[src/rtl/user_key_ctrl.sv]
// Debounced active-low key bank with STATE/PEND(W1C)/MASK registers and a level IRQ; optional release events under USER_KEY_RELEASE_EN.
// Latency: key edge to STATE/PEND is 1+DEBOUNCE_CYCLES edges; RD is combinational, register writes land on the WE edge.
// Backpressure: none, the bus never stalls and every access completes in its own cycle.
module user_key_ctrl #(
    parameter int KEY_NUM         = 8,
    parameter int DEBOUNCE_CYCLES = 20000
) (
    input  logic               clk,
    input  logic               reset,
    input  logic [KEY_NUM-1:0] user_key,
    input  logic [3:0]         Addr,
    input  logic               WE,
    input  logic [31:0]        WD,
    output logic [31:0]        RD,
    output logic               IRQ
);

    localparam int CW = $clog2(DEBOUNCE_CYCLES);
    localparam logic [CW-1:0] CNT_MAX = CW'(DEBOUNCE_CYCLES - 1);

    logic [KEY_NUM-1:0] sync1_q, sync2_q;
    logic [KEY_NUM-1:0] stable_q, stable_d;
    logic [CW-1:0]      cnt_q [KEY_NUM];
    logic [CW-1:0]      cnt_d [KEY_NUM];
    logic [KEY_NUM-1:0] pend_q, pend_d;
    logic [KEY_NUM-1:0] mask_q, mask_d;
    logic [KEY_NUM-1:0] rise, fall;
    logic [KEY_NUM-1:0] irq_src;
    logic [1:0]         sel;
    logic               unused_bus;

    assign sel        = Addr[3:2];
    assign unused_bus = ^{Addr[1:0], WD};

    always_comb begin
        stable_d = stable_q;
        for (int i = 0; i < KEY_NUM; i++) begin
            cnt_d[i] = cnt_q[i];
            if (sync2_q[i] == stable_q[i]) begin
                cnt_d[i] = '0;
            end else if (cnt_q[i] == CNT_MAX) begin
                stable_d[i] = sync2_q[i];
                cnt_d[i]    = '0;
            end else begin
                cnt_d[i] = cnt_q[i] + 1'b1;
            end
        end
        rise = stable_d & ~stable_q;
        fall = ~stable_d & stable_q;
    end

    // Set is OR-ed in after the clear so a same-cycle event beats a W1C write.
    always_comb begin
        pend_d = pend_q;
        mask_d = mask_q;
        if (WE && sel == 2'd1) pend_d = pend_q & ~WD[KEY_NUM-1:0];
        if (WE && sel == 2'd2) mask_d = WD[KEY_NUM-1:0];
        pend_d = pend_d | rise;
    end

    always_ff @(posedge clk or negedge reset) begin
        if (!reset) begin
            sync1_q  <= '0;
            sync2_q  <= '0;
            stable_q <= '0;
            pend_q   <= '0;
            mask_q   <= '0;
            for (int i = 0; i < KEY_NUM; i++) cnt_q[i] <= '0;
        end else begin
            sync1_q  <= ~user_key;
            sync2_q  <= sync1_q;
            stable_q <= stable_d;
            pend_q   <= pend_d;
            mask_q   <= mask_d;
            for (int i = 0; i < KEY_NUM; i++) cnt_q[i] <= cnt_d[i];
        end
    end

`ifdef USER_KEY_RELEASE_EN
    logic [KEY_NUM-1:0] rpend_q, rpend_d;

    always_comb begin
        rpend_d = rpend_q;
        if (WE && sel == 2'd3) rpend_d = rpend_q & ~WD[KEY_NUM-1:0];
        rpend_d = rpend_d | fall;
    end

    always_ff @(posedge clk or negedge reset) begin
        if (!reset) rpend_q <= '0;
        else        rpend_q <= rpend_d;
    end

    assign irq_src = (pend_q | rpend_q) & mask_q;
`else
    logic unused_fall;
    assign unused_fall = ^fall;
    assign irq_src     = pend_q & mask_q;
`endif

    assign IRQ = |irq_src;

    always_comb begin
        RD = '0;
        case (sel)
            2'd0: RD = 32'(stable_q);
            2'd1: RD = 32'(pend_q);
            2'd2: RD = 32'(mask_q);
`ifdef USER_KEY_RELEASE_EN
            2'd3: RD = 32'(rpend_q);
`endif
            default: RD = '0;
        endcase
    end

endmodule

[config.mk]
export PLATFORM = sky130hd
export DESIGN_NAME = user_key_ctrl
export DESIGN_NICKNAME = d
export VERILOG_FILES = /design/src/rtl/user_key_ctrl.sv
export SDC_FILE = /design/constraint.sdc
export NUM_CORES = 1
export LEC_CHECK = 0
export BUFFER_PORTS_ARGS = -buffer_cell sky130_fd_sc_hd__buf_2
export CAP_MARGIN = 20
export CORE_MARGIN = 3
export CORE_UTILIZATION = 25
export DETAILED_ROUTE_END_ITERATION = 10
export PLACE_DENSITY = 0.49
export SLEW_MARGIN = 5
export SYNTH_ARGS = -nofsm -noshare
export SYNTH_HDL_FRONTEND = slang
export SYNTH_SLANG_ARGS = --single-unit
export TNS_END_PERCENT = 5
[constraint.sdc]
create_clock -name clk -period 4.95 [get_ports clk]
set_input_delay 0.2475 -clock clk [delete_from_list [all_inputs] [get_ports clk]]
set_output_delay 0.2475 -clock clk [all_outputs]
set_load 0.1 [all_outputs]
==> results.sh, run 1 <==
export IMPL_die_area_um2=32700
export IMPL_htree_levels=4
export IMPL_cts_tree="yes"
export IMPL_synth_top_cell_by_area="dfrtp_1"
export IMPL_dpl_hpwl_mm=9.97
export IMPL_final_setup_tns_ns=0
export IMPL_synth_top_area_frac=0.525
export IMPL_synthCells=764
export IMPL_r2r_slack_ns=2.75
export IMPL_rsz0062_at_grt="false"
export IMPL_hold_violations=0
export IMPL_cts_resized=0
export IMPL_grt_first_pass_wirelength_mm=25.2
export IMPL_fin_worst_skew_ns=0.00960
export IMPL_first_iter_violations=271
export IMPL_yosys_warnings=0
export IMPL_core_area_um2=29900
export IMPL_drv_cap=0
export IMPL_cts_num_sinks=160
export IMPL_wl_per_cell_um=12.1
export IMPL_clock_tree_root_cell="clkbuf_16"
export IMPL_arrival_ns=2.49
export IMPL_antenna_found_initial=0
export IMPL_slew_limit_headroom=0.483
export IMPL_yosys_top_cells_area="dfrtp_1 (52%), xnor2_1 (8.1%), nor2_1 (6.2%)"
export IMPL_start_util=0.255
export IMPL_fin_cells=1207
export IMPL_diodes=0
export IMPL_r2r_start="cnt_q[37]"
export IMPL_numCtsBuffers=17
export IMPL_min_path_type="in -> reg"
export IMPL_final_common_cell="dfrtp_1"
export IMPL_required_ns=5.24
export IMPL_cellLeakagePower_nw=3.72
export IMPL_die_h_um=181
export IMPL_postCtsSetupBuffers=0
export IMPL_cts_buffer_depth=2
export IMPL_track_usage=0.0937
export IMPL_syn_to_final_growth_pct=15.4
export IMPL_grt_max_degree=86
export IMPL_crit_fanout=14
export IMPL_peakVddDrop_v=0.000316
export IMPL_ff_latch_area_um2=4000
export IMPL_place_ws_ns=2.71
export IMPL_ys_seq_elements=160
export IMPL_synth_area_um2=7630
export IMPL_fin_util=0.295
export IMPL_dr_total_vias=5154
export IMPL_ant_nets=0
export IMPL_drc=0
export IMPL_multi_input_area_um2=3300
export IMPL_ios=80
export IMPL_fin_ws_ns=2.75
export IMPL_fill_cells=3117
export IMPL_syn_avg_cell_area_um2=9.99
export IMPL_status="finished clean"
export IMPL_worstSetupStartpointType="register"
export IMPL_post_place_cells=1166
export IMPL_worst_pin_slew_ns=0.775
export IMPL_gp_congestion=0.738
export IMPL_slew_viol_final=0
export IMPL_wirelength_mm=14.6
export IMPL_powerDensity_nw_per_um2=345
export IMPL_synth_distinct_cells=41
export IMPL_path_class="reg -> reg"
export IMPL_layout_drive_gt1_share=0.0955
export IMPL_cp_end_kind="register"
export IMPL_finalCritPeriodShare=0.445
export IMPL_layout_nets=859
export IMPL_fmax_mhz=454
export IMPL_drt_vias_per_instance=4.27
export IMPL_clkTransAtPathRegs_ns=0.07
export IMPL_grt_pass1_vias=5038
export IMPL_period_needed_ns=2.20
export IMPL_cts_hold_buffers=9
export IMPL_placementRows=63
export IMPL_grt_overflow_total=0
export IMPL_cp_startpoint="cnt_q[37]"
export IMPL_die_x_um=181
export IMPL_hp_start="WD[7]"
export IMPL_port_buffers=29
export IMPL_setup_violations=0
export IMPL_synth_seq_area_share=0.525
export IMPL_drtPass1Iterations=4
export IMPL_clk_latency_ns=0.42
export IMPL_mostFrequentLayoutCells="dfrtp_1 (160), nor2_1 (127), xnor2_1 (71)"
## per-stage QoR
| step | area [um2] | hold WS [ns] | total power, W |
|---|---|---|---|
| 2_1_floorplan | 7720 | -0.0481 | 0.00160 |
| 3_3_place_gp | 8090 | 0.332 | 0.00166 |
| 3_5_place_dp | 8090 | 0.336 | 0.00166 |
| 4_1_cts | 8810 | 0.0976 | 0.00308 |
| 5_1_grt | 8810 | 0.130 | 0.00316 |
| 6_report | 8810 | 0.118 | 0.00304 |
## cells in the mapped netlist (all sizes together)
cell type  instances
dfrtp            160
nor2             127
xnor2             71
nand2             50
nand3             43
xor2              38
inv               34
nand4             34
o21ai             34
buf               32
nor4              25
nor3              20
nand2b            12
clkbuf            10
and3               8
and4               8
ha                 8
mux2               8
mux2i              8
or3                6
or4                6
a22oi              4
or4b               4
a21oi              3
or2                2
and2               1
conb               1
nand3b             1
nand4b             1
nor2b              1
nor3b              1
nor4b              1
nor4bb             1
or4bb              1
## per-layer routing
metal,track usage,wire length (um),vias to the layer above
met1,0.136,7700,2464
li1,-,-,2610
met5,0,0,-
met3,0.0248,443,11
met4,0.0270,138,0
met2,0.138,6360,69
## state kept, by name, indices dropped and copies added (netlist names)
name      count
cnt_q       120
mask_q        8
pend_q        8
stable_q      8
sync1_q       8
sync2_q       8
## where the power goes
group,internal (W),switching [W]
Combinational,0.0000457,0.000210
Sequential,0.00134,0.0000338
Clock,0.000859,0.000542
## worst paths after layout
path,end,cells past startpoint
setup / recovery,cnt_q[36],4
hold / removal,mask_q[7],3
setup reg to reg,cnt_q[36],4
hold reg to reg,sync2_q[2],0
max in group asynchronous,cnt_q[18],3
min in group asynchronous,cnt_q[11],2
## critical path, stage by stage, from the launching register on
cell      delay [ns]
dfrtp_1         0.43
or4b_1          0.50
or4_1           0.59
nand2b_1        0.44
nor2_1          0.11
## area by class of cell
class | instances | area share
Timing Repair Buffer | 40 | 0.0291
Multi-Input combinational cell | 551 | 0.375
Inverter | 34 | 0.0145
Clock buffer | 19 | 0.0503
Clock inverter | 13 | 0.0213
Tap cell | 390 | 0.0554
Sequential cell | 160 | 0.455
## cells by family after synthesis
kind of cell    count (synthesis)  share of synthesized area
fa+ha+maj                       8                     0.0131
simple gates                  353                      0.231
other cells                     1                   0.000491
buf+inv                        76                     0.0543
mux                            16                     0.0233
flops                         160                      0.525
compound gates                 41                     0.0282
xor+xnor                      109                      0.125
Power figures use the tool's default switching activity.
==> run 2: changes to the inputs <==
--- a/config.mk
+++ b/config.mk
@@ -10,7 +10,7 @@
 export CORE_MARGIN = 3
 export CORE_UTILIZATION = 25
 export DETAILED_ROUTE_END_ITERATION = 10
-export PLACE_DENSITY = 0.49
+export PLACE_DENSITY = 0.51
 export SLEW_MARGIN = 5
 export SYNTH_ARGS = -nofsm -noshare
 export SYNTH_HDL_FRONTEND = slang
==> constraint.sdc (replaced) <==
create_clock -name clk -period 1.9 [get_ports clk]
set_input_delay 0.095 -clock clk [delete_from_list [all_inputs] [get_ports clk]]
set_output_delay 0.095 -clock clk [all_outputs]
set_load 0.1 [all_outputs]
==> run 2 against run 1 <==
Sequential share of layout area down 3.4 points; global-route usage up 0.29 points; worst setup slack worse by 2.7 ns; clock power rose to 2.6 times the previous value; flip-flop and latch count unchanged; cell count up 5.1%; largest power group is now registers.
==> results.sh, run 2 (synthesis results as in run 1) <==
export IMPL_regMostFlops="cnt_q"
export IMPL_cts_tree="yes"
export IMPL_grt_first_pass_wirelength_mm=26.3
export IMPL_fin_util=0.318
export IMPL_fmax_mhz=530
export IMPL_wl_per_cell_um=12.0
export IMPL_grt_pass1_vias=5379
export IMPL_placementRows=63
export IMPL_die_area_um2=32700
export IMPL_clock_tree_root_cell="clkbuf_16"
export IMPL_slew_limit_headroom=0.661
export IMPL_status="finished clean"
export IMPL_finalCritPeriodShare=0.994
export IMPL_setup_violations=0
export IMPL_layout_nets=920
export IMPL_port_buffers=29
export IMPL_track_usage=0.0966
export IMPL_dpl_hpwl_mm=10.7
export IMPL_slowest_stage="or4b_4"
export IMPL_core_area_um2=29900
export IMPL_cts_buffer_depth=2
export IMPL_slowest_delay_ns=0.54
export IMPL_dr_total_vias=5372
export IMPL_path_class="reg -> reg"
export IMPL_r2r_start="cnt_q[72]"
export IMPL_min_path_type="in -> reg"
export IMPL_mostFrequentLayoutCells="dfrtp_1 (160), nor2_1 (127), xnor2_1 (71)"
export IMPL_r2r_end="cnt_q[61]"
export IMPL_drc=0
export IMPL_ant_nets=0
export IMPL_largest_reg_flops=120
export IMPL_powerDensity_nw_per_um2=837
export IMPL_gp_congestion=0.762
export IMPL_grt_overflow_total=0
export IMPL_wirelength_mm=15.2
export IMPL_place_ws_ns=-0.104
export IMPL_r2r_slack_ns=0.01
export IMPL_critPathBufInv=1
export IMPL_drt_vias_per_instance=4.24
export IMPL_die_x_um=181
export IMPL_htree_levels=4
export IMPL_arrival_ns=2.20
export IMPL_cts_num_sinks=160
export IMPL_grt_max_degree=45
export IMPL_hold_depth=3
export IMPL_layout_drive_gt1_share=0.158
export IMPL_drv_cap=0
export IMPL_crit_fanout=3
export IMPL_start_util=0.255
export IMPL_cp_end_kind="register"
export IMPL_whs_ns=0.0254
export IMPL_first_iter_violations=229
export IMPL_required_ns=2.21
export IMPL_drtPass1Iterations=4
export IMPL_fin_worst_skew_ns=0.00955
export IMPL_rr_worst_depth=4
export IMPL_peakVddDrop_v=0.000613
export IMPL_fin_ws_ns=0.0119
export IMPL_worst_pin_slew_ns=0.507
export IMPL_rsz0062_at_grt="true"
export IMPL_cp_top_family="simple AND/OR/NAND/NOR gates"
export IMPL_hold_end="mask_q[6]"
export IMPL_ios=80
export IMPL_path_cells="or4b_4 -> or4_4 -> buf_4 -> and3_1"
export IMPL_worstSetupStartpointType="register"
export IMPL_power_total_w=0.00795
export IMPL_period_needed_ns=1.89
export IMPL_antenna_found_initial=0
export IMPL_slew_viol_final=0
export IMPL_syn_to_final_growth_pct=24.6
export IMPL_clkTransAtPathRegs_ns=0.07
export IMPL_final_common_cell="dfrtp_1"
export IMPL_hp_start="WD[6]"
export IMPL_die_h_um=181
export IMPL_clk_latency_ns=0.42
export IMPL_hold_violations=0
export IMPL_numCtsBuffers=17
export IMPL_cellLeakagePower_nw=4.12
-- run 2: how the worst max path moves through the flow --
| stage | startpoint | end | slack [ns] | cells after the start |
|---|---|---|---|---|
| after floorplan | Addr[2] | RD[1] | -0.19 | 3 |
| after global placement | cnt_q[57] | cnt_q[59] | -0.07 | 4 |
| after detailed placement | cnt_q[72] | cnt_q[66] | -0.10 | 4 |
| after CTS | cnt_q[42] | stable_q[5] | 0.005 | 3 |
| after global routing | cnt_q[72] | cnt_q[61] | -0.03 | 4 |
| final | cnt_q[72] | cnt_q[61] | 0.01 | 4 |
-- run 2: power breakdown --
part           internal (W)  switching, W  total [W]
logic              0.000208      0.000574   0.000782
registers           0.00350     0.0000848    0.00359
clock network       0.00224       0.00134    0.00358
-- run 2: layer usage --
layer / vias up / share of wire / global-route usage
li1: 2743 / - / -
met1: 2547 / 0.51 / 0.134
met2: 66 / 0.45 / 0.151
met3: 16 / 0.032 / 0.0238
met4: 0 / 0.013 / 0.0276
met5: - / 0 / 0
-- run 2: per-stage QoR --
| stage | std cells | TNS (ns) | area [um2] |
|---|---|---|---|
| after floorplan | 787 | -1.95 | 7720 |
| after global placement | 1221 | -3.30 | 8690 |
| after detailed placement | 1221 | -4.72 | 8690 |
| after CTS | 1267 | 0 | 9510 |
| after global routing | 1267 | -0.217 | 9510 |
| final | 1268 | 0 | 9510 |
-- run 2: layout make-up --
type                    count  area (um2)
inverters                  34         128
clock inverters             8         125
fillers                  3089       20400
clock buffers              23         498
repair buffers            101         912
multi-input cells         551        3350
flip-flops and latches    160        4000
well taps                 390         488
diodes                      1        2.50
-- run 2: timing repair --
action	4_1_cts	5_1_grt
setup endpoints to repair	77	32
pin swaps	4	1
hold buffers	15	0
buffers inserted	0	0
resized for setup	10	0
endpoints found under the hold margin	79	0
-- run 2: tightest hold or removal path, stage by stage --
cell and delay (ns):
buf_2 0.07, inv_1 0.07, o21ai_0 0.16
==> run 3: changes to the inputs <==
--- a/config.mk
+++ b/config.mk
@@ -11,6 +11,7 @@
 export CORE_UTILIZATION = 25
 export DETAILED_ROUTE_END_ITERATION = 10
 export PLACE_DENSITY = 0.51
+export SKIP_CTS_REPAIR_TIMING = 1
 export SLEW_MARGIN = 5
 export SYNTH_ARGS = -nofsm -noshare
 export SYNTH_HDL_FRONTEND = slang
==> constraint.sdc (replaced) <==
create_clock -name clk -period 1.9 [get_ports clk]
set_input_delay 0.095 -clock clk [delete_from_list [all_inputs] [get_ports clk]]
set_output_delay 0.095 -clock clk [all_outputs]
set_load 0.01 [all_outputs]
==> run 3 against run 2 <==
The run now ends with negative hold slack, negative setup slack left; core utilization is 0.75 points lower; via count is 0.67% higher; cell area shrank 2.3%; wire length grew 0.61%; worst setup slack got worse by 0.021 ns; sequential share of layout area is 1.0 points higher; non-clock buffer count down 6; clock power fell by 3%; die area did not move; global-route usage is 0.14 points higher.
==> results.sh, run 3 (synthesis results as in run 1) <==
export IMPL_drtPass1Iterations=4
export IMPL_diodes=0
export IMPL_crit_fanout=4
export IMPL_gp_congestion=0.775
export IMPL_htree_levels=4
export IMPL_clock_tree_root_cell="clkbuf_16"
export IMPL_grt_max_degree=50
export IMPL_layout_drive_gt1_share=0.155
export IMPL_hold_violations=1
export IMPL_drc=0
export IMPL_clk_latency_ns=0.43
export IMPL_place_ws_ns=-0.0937
export IMPL_syn_to_final_growth_pct=21.7
export IMPL_dpl_hpwl_mm=10.8
export IMPL_grt_first_pass_wirelength_mm=26.3
export IMPL_setup_violations=1
export IMPL_cp_end_kind="register"
export IMPL_cts_num_sinks=160
export IMPL_rsz0062_at_grt="true"
export IMPL_track_usage=0.0979
export IMPL_fin_worst_skew_ns=0.0129
export IMPL_cts_buffer_depth=2
export IMPL_period_needed_ns=1.91
export IMPL_die_area_um2=32700
export IMPL_numCtsBuffers=17
export IMPL_worstSetupStartpointType="register"
export IMPL_dr_total_vias=5408
export IMPL_peakVddDrop_v=0.000595
export IMPL_placementRows=63
export IMPL_cellLeakagePower_nw=4.04
export IMPL_drv_cap=0
export IMPL_fill_cells=3061
export IMPL_largest_reg_flops=120
export IMPL_fmax_mhz=524
export IMPL_path_class="reg -> reg"
export IMPL_drt_vias_per_instance=4.29
export IMPL_required_ns=2.21
export IMPL_violations="negative hold slack, negative setup slack"
export IMPL_fin_ws_ns=-0.00940
export IMPL_layout_nets=914
export IMPL_wirelength_mm=15.3
export IMPL_post_place_cells=1217
export IMPL_ios=80
export IMPL_start_util=0.255
export IMPL_cts_tree="yes"
export IMPL_port_buffers=29
export IMPL_whs_ns=-0.0150
export IMPL_core_area_um2=29900
export IMPL_status="complete, but fails checks"
export IMPL_fin_cells=1261
export IMPL_dpl_cell_area_um2=8520
export IMPL_final_cell_area_um2=9290
export IMPL_wl_per_cell_um=12.1
export IMPL_slew_viol_final=0
export IMPL_mostFrequentLayoutCells="dfrtp_1 (160), nor2_1 (127), xnor2_1 (71)"
export IMPL_final_common_cell="dfrtp_1"
export IMPL_die_x_um=181
export IMPL_arrival_ns=2.22
export IMPL_first_iter_violations=266
export IMPL_grt_overflow_total=0
export IMPL_die_h_um=181
export IMPL_ant_nets=0
export IMPL_min_path_type="in -> reg"
export IMPL_grt_pass1_vias=5294
export IMPL_finalCritPeriodShare=1.00
export IMPL_clkTransAtPathRegs_ns=0.06
export IMPL_powerDensity_nw_per_um2=807
export IMPL_antenna_found_initial=0
export IMPL_regMostFlops="cnt_q"
[run 3: final cells by class]
cell class | instances | area [um2] | area share
timing repair buffer | 95 | 729 | 0.0786
clock inverter | 11 | 128 | 0.0137
tap | 390 | 488 | 0.0526
sequential | 160 | 4000 | 0.431
clock buffer | 20 | 467 | 0.0503
multi-input combinational | 551 | 3340 | 0.360
inverter | 34 | 128 | 0.0137
[run 3: final timing paths]
path                            start  cells past startpoint  slack (ns)     endpoint
setup reg to reg            cnt_q[97]                      3      -0.009  stable_q[1]
max in group asynchronous       reset                      3        1.05   sync1_q[1]
min in group asynchronous       reset                      2        0.20   cnt_q[116]
setup / recovery            cnt_q[97]                      3      -0.009  stable_q[1]
hold / removal                  WD[4]                      3       -0.01    mask_q[4]
hold reg to reg            sync1_q[3]                      0        0.35   sync2_q[3]
[run 3: where the power goes]
group | total (W) | internal [W] | switching, W
Clock | 0.00348 | 0.00205 | 0.00143
Sequential | 0.00359 | 0.00350 | 0.0000846
Combinational | 0.000423 | 0.000160 | 0.000264
[run 3: per-layer routing]
layer,part of all wire,GRT usage
met5,0,0
met4,0.0091,0.0258
met3,0.027,0.0288
met2,0.46,0.152
met1,0.50,0.134
[run 3: worst max-delay path, cell delays in order (launching register included)]
cell and delay, ns:
dfrtp_1 0.39, or4b_4 0.55, or4_4 0.54, mux2_4 0.32
[run 3: per-stage QoR]
step	hold WS [ns]	util	power, W	TNS [ns]
floorplan	-0.201	-	0.00387	-0.295
global placement	0.0847	0.285	0.00406	-2.41
detailed placement	0.0828	0.285	0.00406	-3.32
CTS	-0.378	0.305	0.00760	-3.86
global route	0.0100	0.311	0.00783	-0.0456
finish	-0.0150	0.311	0.00749	-0.00940
